[config.mk]
export PLATFORM = sky130hd
export DESIGN_NAME = seven_seg_mux_driver
export DESIGN_NICKNAME = d
export VERILOG_FILES = /design/src/rtl/seven_seg_pkg.sv /design/src/rtl/hex_seg_decoder.sv /design/src/rtl/seven_seg_mux_driver.sv
export SDC_FILE = /design/constraint.sdc
export NUM_CORES = 1
export LEC_CHECK = 0
export CORE_UTILIZATION = 40
export CTS_CLUSTER_DIAMETER = 200
export DETAILED_ROUTE_END_ITERATION = 10
export PLACE_DENSITY = 0.65
export SLEW_MARGIN = 15
export SYNTH_ARGS = -nofsm -noshare
export SYNTH_HDL_FRONTEND = slang
export SYNTH_HIERARCHICAL = 1
export SYNTH_SLANG_ARGS = --single-unit
[constraint.sdc]
create_clock -name clk -period 2.99 [get_ports clk]
set_input_delay 0.598 -clock clk [delete_from_list [all_inputs] [get_ports clk]]
set_output_delay 0.598 -clock clk [all_outputs]
set_load 0.1 [all_outputs]
[src/rtl/seven_seg_pkg.sv]
// Shared types and glyph table for the seven-segment scan driver.
// Segment vectors are active-low {g,f,e,d,c,b,a}.
package seven_seg_pkg;

  typedef logic [6:0] seg_t;

  localparam seg_t SEG_BLANK = 7'h7F;

  localparam seg_t SEG_0 = 7'b1000000;
  localparam seg_t SEG_1 = 7'b1111001;
  localparam seg_t SEG_2 = 7'b0100100;
  localparam seg_t SEG_3 = 7'b0110000;
  localparam seg_t SEG_4 = 7'b0011001;
  localparam seg_t SEG_5 = 7'b0010010;
  localparam seg_t SEG_6 = 7'b0000010;
  localparam seg_t SEG_7 = 7'b1111000;
  localparam seg_t SEG_8 = 7'b0000000;
  localparam seg_t SEG_9 = 7'b0010000;
  localparam seg_t SEG_A = 7'b0001000;
  localparam seg_t SEG_B = 7'b0000011;
  localparam seg_t SEG_C = 7'b1000110;
  localparam seg_t SEG_D = 7'b0100001;
  localparam seg_t SEG_E = 7'b0000110;
  localparam seg_t SEG_F = 7'b0001110;

  typedef enum logic {
    BLANK,
    SHOW
  } scan_state_t;

endpackage

[src/rtl/hex_seg_decoder.sv]
// Combinational nibble -> active-low segment decoder.
// Ports: nib (value 0-15), seg (pattern); HEX_MODE=0 blanks 10-15.
module hex_seg_decoder
  import seven_seg_pkg::*;
#(
  parameter bit HEX_MODE = 1'b1
) (
  input  logic [3:0] nib,
  output seg_t       seg
);

  always_comb begin
    seg = SEG_BLANK;
    case (nib)
      4'h0: seg = SEG_0;
      4'h1: seg = SEG_1;
      4'h2: seg = SEG_2;
      4'h3: seg = SEG_3;
      4'h4: seg = SEG_4;
      4'h5: seg = SEG_5;
      4'h6: seg = SEG_6;
      4'h7: seg = SEG_7;
      4'h8: seg = SEG_8;
      4'h9: seg = SEG_9;
      4'hA: seg = HEX_MODE ? SEG_A : SEG_BLANK;
      4'hB: seg = HEX_MODE ? SEG_B : SEG_BLANK;
      4'hC: seg = HEX_MODE ? SEG_C : SEG_BLANK;
      4'hD: seg = HEX_MODE ? SEG_D : SEG_BLANK;
      4'hE: seg = HEX_MODE ? SEG_E : SEG_BLANK;
      4'hF: seg = HEX_MODE ? SEG_F : SEG_BLANK;
      default: seg = SEG_BLANK;
    endcase
  end

endmodule

[src/rtl/seven_seg_mux_driver.sv]
// Time-multiplexed N-digit common-anode driver, double-buffered load port.
// Ports: clk, reset_n, load_valid/ready, digits_in, digit_en_in -> seg_n, digit_sel_n, frame_start.
module seven_seg_mux_driver
  import seven_seg_pkg::*;
#(
  parameter int NUM_DIGITS   = 2,
  parameter int DWELL_CYCLES = 4096,
  parameter int BLANK_CYCLES = 16,
  parameter bit HEX_MODE     = 1'b1
) (
  input  logic                    clk,
  input  logic                    reset_n,
  input  logic                    load_valid,
  output logic                    load_ready,
  input  logic [4*NUM_DIGITS-1:0] digits_in,
  input  logic [NUM_DIGITS-1:0]   digit_en_in,
  output seg_t                    seg_n,
  output logic [NUM_DIGITS-1:0]   digit_sel_n,
  output logic                    frame_start
);

  localparam int MAXC = (DWELL_CYCLES > BLANK_CYCLES) ?
                        DWELL_CYCLES : BLANK_CYCLES;
  localparam int PW = $clog2(MAXC + 1);
  localparam int IW = (NUM_DIGITS > 1) ? $clog2(NUM_DIGITS) : 1;

  localparam scan_state_t FIRST = (BLANK_CYCLES == 0) ? SHOW : BLANK;
  localparam logic [PW-1:0] DWELL_LAST = PW'(DWELL_CYCLES - 1);
  localparam logic [PW-1:0] BLANK_LAST =
    PW'((BLANK_CYCLES > 0) ? BLANK_CYCLES - 1 : 0);
  localparam logic [IW-1:0] IDX_LAST = IW'(NUM_DIGITS - 1);

  // Counters track the position the next registered output cycle shows.
  scan_state_t state, state_nxt;
  logic [PW-1:0] phase, phase_nxt;
  logic [IW-1:0] idx, idx_nxt;

  logic [4*NUM_DIGITS-1:0] act_dig, pend_dig, cur_dig;
  logic [NUM_DIGITS-1:0]   act_en, pend_en, cur_en;
  logic [NUM_DIGITS-1:0]   onehot, sel_nxt;
  logic [3:0]              nib;
  seg_t                    dec_seg, seg_nxt;
  logic                    frame_edge, commit, accept, en_bit;

  assign frame_edge = (state == FIRST) && (idx == '0) && (phase == '0);
  assign commit     = frame_edge && !load_ready;
  assign accept     = load_valid && load_ready;

  // On a commit edge slot 0 must already see the pending data.
  assign cur_dig = commit ? pend_dig : act_dig;
  assign cur_en  = commit ? pend_en : act_en;
  assign onehot  = NUM_DIGITS'(1) << idx;
  assign nib     = 4'(cur_dig >> {idx, 2'b00});
  assign en_bit  = |(cur_en & onehot);

  hex_seg_decoder #(
    .HEX_MODE(HEX_MODE)
  ) u_dec (
    .nib(nib),
    .seg(dec_seg)
  );

  always_ff @(posedge clk or negedge reset_n) begin
    if (!reset_n) begin
      state <= FIRST;
      phase <= '0;
      idx   <= '0;
    end else begin
      state <= state_nxt;
      phase <= phase_nxt;
      idx   <= idx_nxt;
    end
  end

  always_comb begin
    state_nxt = state;
    phase_nxt = phase + PW'(1);
    idx_nxt   = idx;
    seg_nxt   = SEG_BLANK;
    sel_nxt   = '1;
    unique case (state)
      BLANK: begin
        if (phase == BLANK_LAST) begin
          state_nxt = SHOW;
          phase_nxt = '0;
        end
      end
      SHOW: begin
        if (en_bit) begin
          seg_nxt = dec_seg;
          sel_nxt = ~onehot;
        end
        if (phase == DWELL_LAST) begin
          state_nxt = FIRST;
          phase_nxt = '0;
          idx_nxt   = (idx == IDX_LAST) ? '0 : idx + IW'(1);
        end
      end
      default: state_nxt = FIRST;
    endcase
  end

  always_ff @(posedge clk or negedge reset_n) begin
    if (!reset_n) begin
      seg_n       <= SEG_BLANK;
      digit_sel_n <= '1;
      frame_start <= 1'b0;
    end else begin
      seg_n       <= seg_nxt;
      digit_sel_n <= sel_nxt;
      frame_start <= frame_edge;
    end
  end

  always_ff @(posedge clk or negedge reset_n) begin
    if (!reset_n) begin
      act_dig    <= '0;
      act_en     <= '0;
      pend_dig   <= '0;
      pend_en    <= '0;
      load_ready <= 1'b1;
    end else begin
      if (commit) begin
        act_dig    <= pend_dig;
        act_en     <= pend_en;
        load_ready <= 1'b1;
      end else if (accept) begin
        pend_dig   <= digits_in;
        pend_en    <= digit_en_in;
        load_ready <= 1'b0;
      end
    end
  end

endmodule

# Yosys cells after proc, flatten, opt, wreduce, memory -nomap -nowiden

Memory sizes are Yosys's and may differ from the RTL's.
Index checks and enable logic that the tools add are counted.

Register bits after elaboration: 46
Input bits: 13
Word-level logic and storage cells: 48
Output and inout port bits: 11
Memories: 1
Bits in latches: 0
Bits in writable memories: 0
Memory bits (read-only): 112

Memory list:

| name            | depth | bits a word | read ports | clocked after Yosys merged registers in | wr ports | line                  | source |
|---|---|---|---|---|---|---|---|
| (no name shown) | 16    | 7           | 1          | 0                                       | 0        | hex_seg_decoder.sv:14 | `case (nib)` |

$lt $le $gt $ge: 0
Add/sub/neg operators: 2
Mux-type cells: 15
Divide/modulo/power cells: 0
$mul: 0
Bitwise gates (word level): 5
Equality and inequality tests: 2
Shift operators: 2
Reductions and logical operators: 10

Operators with widths:

| kind                                                                    | number |
|---|---|
| 13-bit 2-to-1 mux                                                       | 2 |
| 13-bit one-hot mux with 2 select lines                                  | 1 |
| 7-bit 2-to-1 mux                                                        | 2 |
| 13-bit by 1-bit adder with 13-bit output, second input constant         | 1 |
| 13-bit by 12-bit equality test with 1-bit output, second input constant | 1 |
| 13-bit by 4-bit equality test with 1-bit output, second input constant  | 1 |
| 13-bit logical NOT                                                      | 1 |
| 8-bit 2-to-1 mux                                                        | 1 |
| 8-bit by 3-bit >> shifter with 4-bit output                             | 1 |
| 2-bit 2-to-1 mux                                                        | 3 |
| 1-bit 2-to-1 mux                                                        | 5 |
| 1-bit logical AND                                                       | 4 |
| 2-bit AND reduction                                                     | 2 |
| 1-bit NOT                                                               | 3 |
| 2-bit AND                                                               | 1 |
| 2-bit NOT                                                               | 1 |
| 1-bit one-hot mux with 2 select lines                                   | 1 |
| 2-bit nonzero test                                                      | 1 |
| 2-bit OR reduction                                                      | 1 |
| 1-bit by 1-bit left shift with 2-bit output, first input constant       | 1 |
| 1-bit adder, second input constant                                      | 1 |
| 1-bit logical NOT                                                       | 1 |

# Logic depth before layout (Yosys ltp)

Word-level depth: 9
Depth in mapped cells: 14
Gate-level depth less buffers: 12

# Modules after synthesis

The synthesis kept the hierarchy.

Modules (own cells, without submodules):

| module               | instances | cells an instance | area an instance (µm²) | seq. area each (µm²) |
|---|---|---|---|---|
| seven_seg_mux_driver | 1         | 154               | 1954.4                 | 1163.6 |
| hex_seg_decoder      | 1         | 32                | 275.3                  | 0.0 |

# Worst setup path after synthesis

OpenSTA, ideal clock, no wires.

Kind: flip-flop to flip-flop
From: register load_ready
To: register seg_n[3]
Path slack: -0.003 ns
Arrival time: 2.903 ns
Library setup time: 0.090 ns
Cell stages (with the launch flop): 11
Cells stage by stage: dfstp_2 -> nor3_1 -> and4_1 -> buf_4 -> nand2b_1 -> o211ai_1 -> inv_1 -> ha_1 -> inv_1 -> mux4_1 -> nand3b_1

Longest elaborated chain between the ends: 7

RTL lines:

| element                                     | line                        | source |
|---|---|---|
| start, declared                             | seven_seg_mux_driver.sv:14  | `output logic load_ready,` |
| start signal, assigned                      | seven_seg_mux_driver.sv:121 | `load_ready <= 1'b1;` |
| start signal, assigned                      | seven_seg_mux_driver.sv:126 | `load_ready <= 1'b1;` |
| start signal, assigned                      | seven_seg_mux_driver.sv:130 | `load_ready <= 1'b0;` |
| 1-bit logical NOT                           | seven_seg_mux_driver.sv:46  | `assign commit = frame_edge && !load_ready;` |
| 1-bit logical AND                           | seven_seg_mux_driver.sv:46  |  |
| 8-bit 2-to-1 mux                            | --                          |  |
| 8-bit by 3-bit >> shifter with 4-bit output | seven_seg_mux_driver.sv:53  | `assign nib = 4'(cur_dig >> {idx, 2'b00});` |
| net nib[0]                                  | seven_seg_mux_driver.sv:41  | `logic [3:0] nib;` |
| memory 16 x 7 bit                           | --                          |  |
| net dec_seg[3]                              | seven_seg_mux_driver.sv:42  | `seg_t dec_seg, seg_nxt;` |
| 7-bit 2-to-1 mux                            | seven_seg_mux_driver.sv:89  | `if (en_bit) begin` |
| 7-bit 2-to-1 mux                            | seven_seg_mux_driver.sv:81  | `unique case (state)` |
| net seg_nxt[3]                              | seven_seg_mux_driver.sv:42  |  |
| end signal, assigned                        | seven_seg_mux_driver.sv:109 | `seg_n <= seg_nxt;` |
| end, declared                               | seven_seg_mux_driver.sv:17  | `output seg_t seg_n,` |

The timed path passes the listed nets, and every way through them passes these cells.
A chain may end at the register's enable or synchronous reset.

# Worst setup path after layout

From: register phase[0]
To: register seg_n[0]

Longest elaborated chain between the ends: 8

RTL lines:

| element                                     | line                       | source |
|---|---|---|
| start, declared                             | seven_seg_mux_driver.sv:35 | `logic [PW-1:0] phase, phase_nxt;` |
| start signal, assigned                      | seven_seg_mux_driver.sv:70 | `phase <= phase_nxt;` |
| 13-bit logical NOT                          | seven_seg_mux_driver.sv:45 | `assign frame_edge = (state == FIRST) && (idx == '0) && (phase == '0);` |
| 1-bit logical AND                           | seven_seg_mux_driver.sv:45 |  |
| 1-bit logical AND                           | seven_seg_mux_driver.sv:46 |  |
| 8-bit 2-to-1 mux                            | --                         |  |
| 8-bit by 3-bit >> shifter with 4-bit output | seven_seg_mux_driver.sv:53 |  |
| net nib[3]                                  | seven_seg_mux_driver.sv:41 |  |
| memory 16 x 7 bit                           | --                         |  |
| net dec_seg[0]                              | seven_seg_mux_driver.sv:42 |  |
| 7-bit 2-to-1 mux                            | seven_seg_mux_driver.sv:89 |  |
| 7-bit 2-to-1 mux                            | seven_seg_mux_driver.sv:81 |  |
| net seg_nxt[0]                              | seven_seg_mux_driver.sv:42 |  |

The timed path passes the listed nets, and every way through them passes these cells.

==> flow_summary.json <==
{
  "ir_drop_v": 0.000275,
  "initial_core_util_pct": 42.6,
  "grt_pass1_vias": 1352,
  "cts_tree": "built",
  "fp.coreArea_um2": 5240,
  "setup_tns_ps": 0,
  "finalCritPeriodShare_pct": 91.4,
  "ys.flop_type": "dfrtp_1",
  "synth_area_um2": 2230,
  "fin_skew_ps": 9.36,
  "cts_hold_buf": 0,
  "routedWlPerCell_um": 13.3,
  "grt_util_all_layers_pct": 14.3,
  "drc": 0,
  "grt_antenna_before_repair": 0,
  "ctsResizeCount": 0,
  "fin_crit_ps": 2730,
  "dpl_cell_area_um2": 2530,
  "nNetsFinal": 239,
  "antenna_left": 0,
  "drive_gt1_share_pct": 28.0,
  "final_common_cell": "dfrtp_1",
  "synth_cell_types": 38,
  "fin_ws_ps": 256,
  "row_count": 26,
  "status": "finished, final reports clean",
  "holdWs_ps": 463,
  "dp_slack_ps": 203,
  "grt_pass1_wl_um": 6560,
  "worst_pin_slew_ps": 1010,
  "mostFrequentLayoutCells": "36 x dfrtp_1, 20 x buf_4, 17 x nand2_1",
  "max_slew_margin_pct": 32.3,
  "p_leak_uw": 0.00120,
  "insertedDiodeCount": 0,
  "cts_root_buf": "clkbuf_8",
  "r2r-end": "seg_n[0]",
  "insertion_delay_ps": 290,
  "dieArea_um2": 5880,
  "synth_edf_count": 0,
  "worst_setup_path_end_kind": "flip-flop",
  "setup_viol": 0,
  "yosysTopAreaCell": "dfrtp_1",
  "ys_seq_area_share_pct": 52.2,
  "power_density_nw_per_um2": 522,
  "rrSetupSlack_ps": 260,
  "path_class": "reg -> reg",
  "worstPathRequired_ps": 3220,
  "cts.clk_slew.worst_paths_ps": 90,
  "drt_iter0_drc": 81,
  "grt_max_degree": 47,
  "synth_area_leaders": "dfrtp_1 40%, dfstp_2 12%, mux2_2 6.6%",
  "finalPower_uw": 1400,
  "post_cts_buffers": 0,
  "syn_area_per_cell_um2": 12.0,
  "die_x_um": 76.7,
  "area_growth_pct": 20.2,
  "pin_count": 24,
  "start_kind": "flip-flop",
  "syn_nets": 208,
  "viasPerCell": 4.97,
  "finalHoldViolations": 0,
  "hpwl_um": 2730,
  "cts_buffers": 5,
  "drt-total-wl_um": 3820,
  "overflow": 0,
  "syn_inst": 186,
  "netlist.area_leader.share_pct": 40.4,
  "rr_worst_depth": 11,
  "hold_path_class": "in -> async",
  "rr_startpoint": "phase[0]",
  "rsz0062_at_grt": "false",
  "port_buffers": 23,
  "place_congestion": 0.853,
  "synth_seq_cells": 46,
  "cts.sink_count": 46,
  "fp.dieH_um": 76.7,
  "htree_levels": 2,
  "slew_violations": 0,
  "cts_buffer_depth": 2,
  "fmaxAchievable_mhz": 366,
  "fin_area_um2": 2680,
  "crit_path_max_fanout": 9,
  "via_count": 1432,
  "critical_path_arrival_ps": 2970,
  "ys_warn_count": 6,
  "cap_violations": 0,
  "async_flop_share_pct": 100,
  "drt_pre_antenna_iters": 4
}
-- through the flow --
stage | cells | util, %
floorplan | 186 | -
finish | 288 | 51.2
global placement | 280 | 48.4
CTS | 288 | 51.1
detailed placement | 280 | 48.4
global route | 288 | 51.2
-- worst max path at each step --
stage	startpoint	depth (start not counted)	endpoint	slack [ps]
floorplan	load_ready	10	seg_n[3]	90
global placement	phase[0]	11	seg_n[0]	250
detailed placement	phase[0]	11	seg_n[0]	200
CTS	phase[0]	11	seg_n[0]	180
global route	phase[0]	11	seg_n[0]	20
finish	phase[0]	11	seg_n[0]	260
-- cell usage after synthesis (all sizes together), types with 5 or more instances --
cell,n
dfrtp,36
mux2,20
nand2,18
nor2,14
dfstp,10
ha,9
nand3b,8
inv,6
nand3,6
xor2,6
buf,5
mux2i,5
-- sequential cells by signal, indices dropped and copies added (netlist names) --
| register | count |
|---|---|
| phase | 13 |
| act_dig | 8 |
| pend_dig | 8 |
| seg_n | 7 |
| act_en | 2 |
| digit_sel_n | 2 |
| pend_en | 2 |
| frame_start | 1 |
| idx | 1 |
| load_ready | 1 |
| state | 1 |
-- metal layers --
metal,vias up,GRT usage [%],share of wire [%]
met5,-,0,0
met4,0,5.38,1.1
met3,5,4.05,4.1
met2,32,20.4,43
met1,687,20.6,52
li1,708,-,-
-- power breakdown --
group          leakage (uW)  switching [uW]  internal [uW]  total, uW
Sequential         0.000573            40.2            694        734
Combinational      0.000552            39.0           67.0        106
Clock             0.0000714             203            356        559
-- area by class of cell --
type                            instances  area (um2)
Tap cell                               70        87.6
Fill cell                             457        2560
Sequential cell                        46        1170
Clock inverter                          2        60.1
Inverter                                6        22.5
Clock buffer                            6        82.6
Timing Repair Buffer                   32         265
Multi-Input combinational cell        126         995
-- worst max-delay path, stage by stage, from the launching register on --
cell and delay, ps:
dfrtp_1 420, inv_1 70, ha_1 130, nor4b_1 290
and4_4 340, buf_4 190, nand2b_1 140, o211ai_1 230
and2b_2 300, or3b_1 370, o21ai_0 70, nand3b_1 120
-- cell families (layout without fill, tap and decap cells) --
logic type / count (synthesis) / after routing / share of synthesized area (%)
AND/OR/NAND/NOR: 68 / 68 / 17.3
adder cells (fa/ha/maj): 9 / 9 / 5.05
XOR/XNOR: 10 / 10 / 3.93
buffers and inverters: 14 / 46 / 3.31
multiplexers: 26 / 26 / 13.7
AO/OA/AOI/OAI: 13 / 13 / 4.55
flip-flops: 46 / 46 / 52.2
Power figures use the tool's default switching activity.
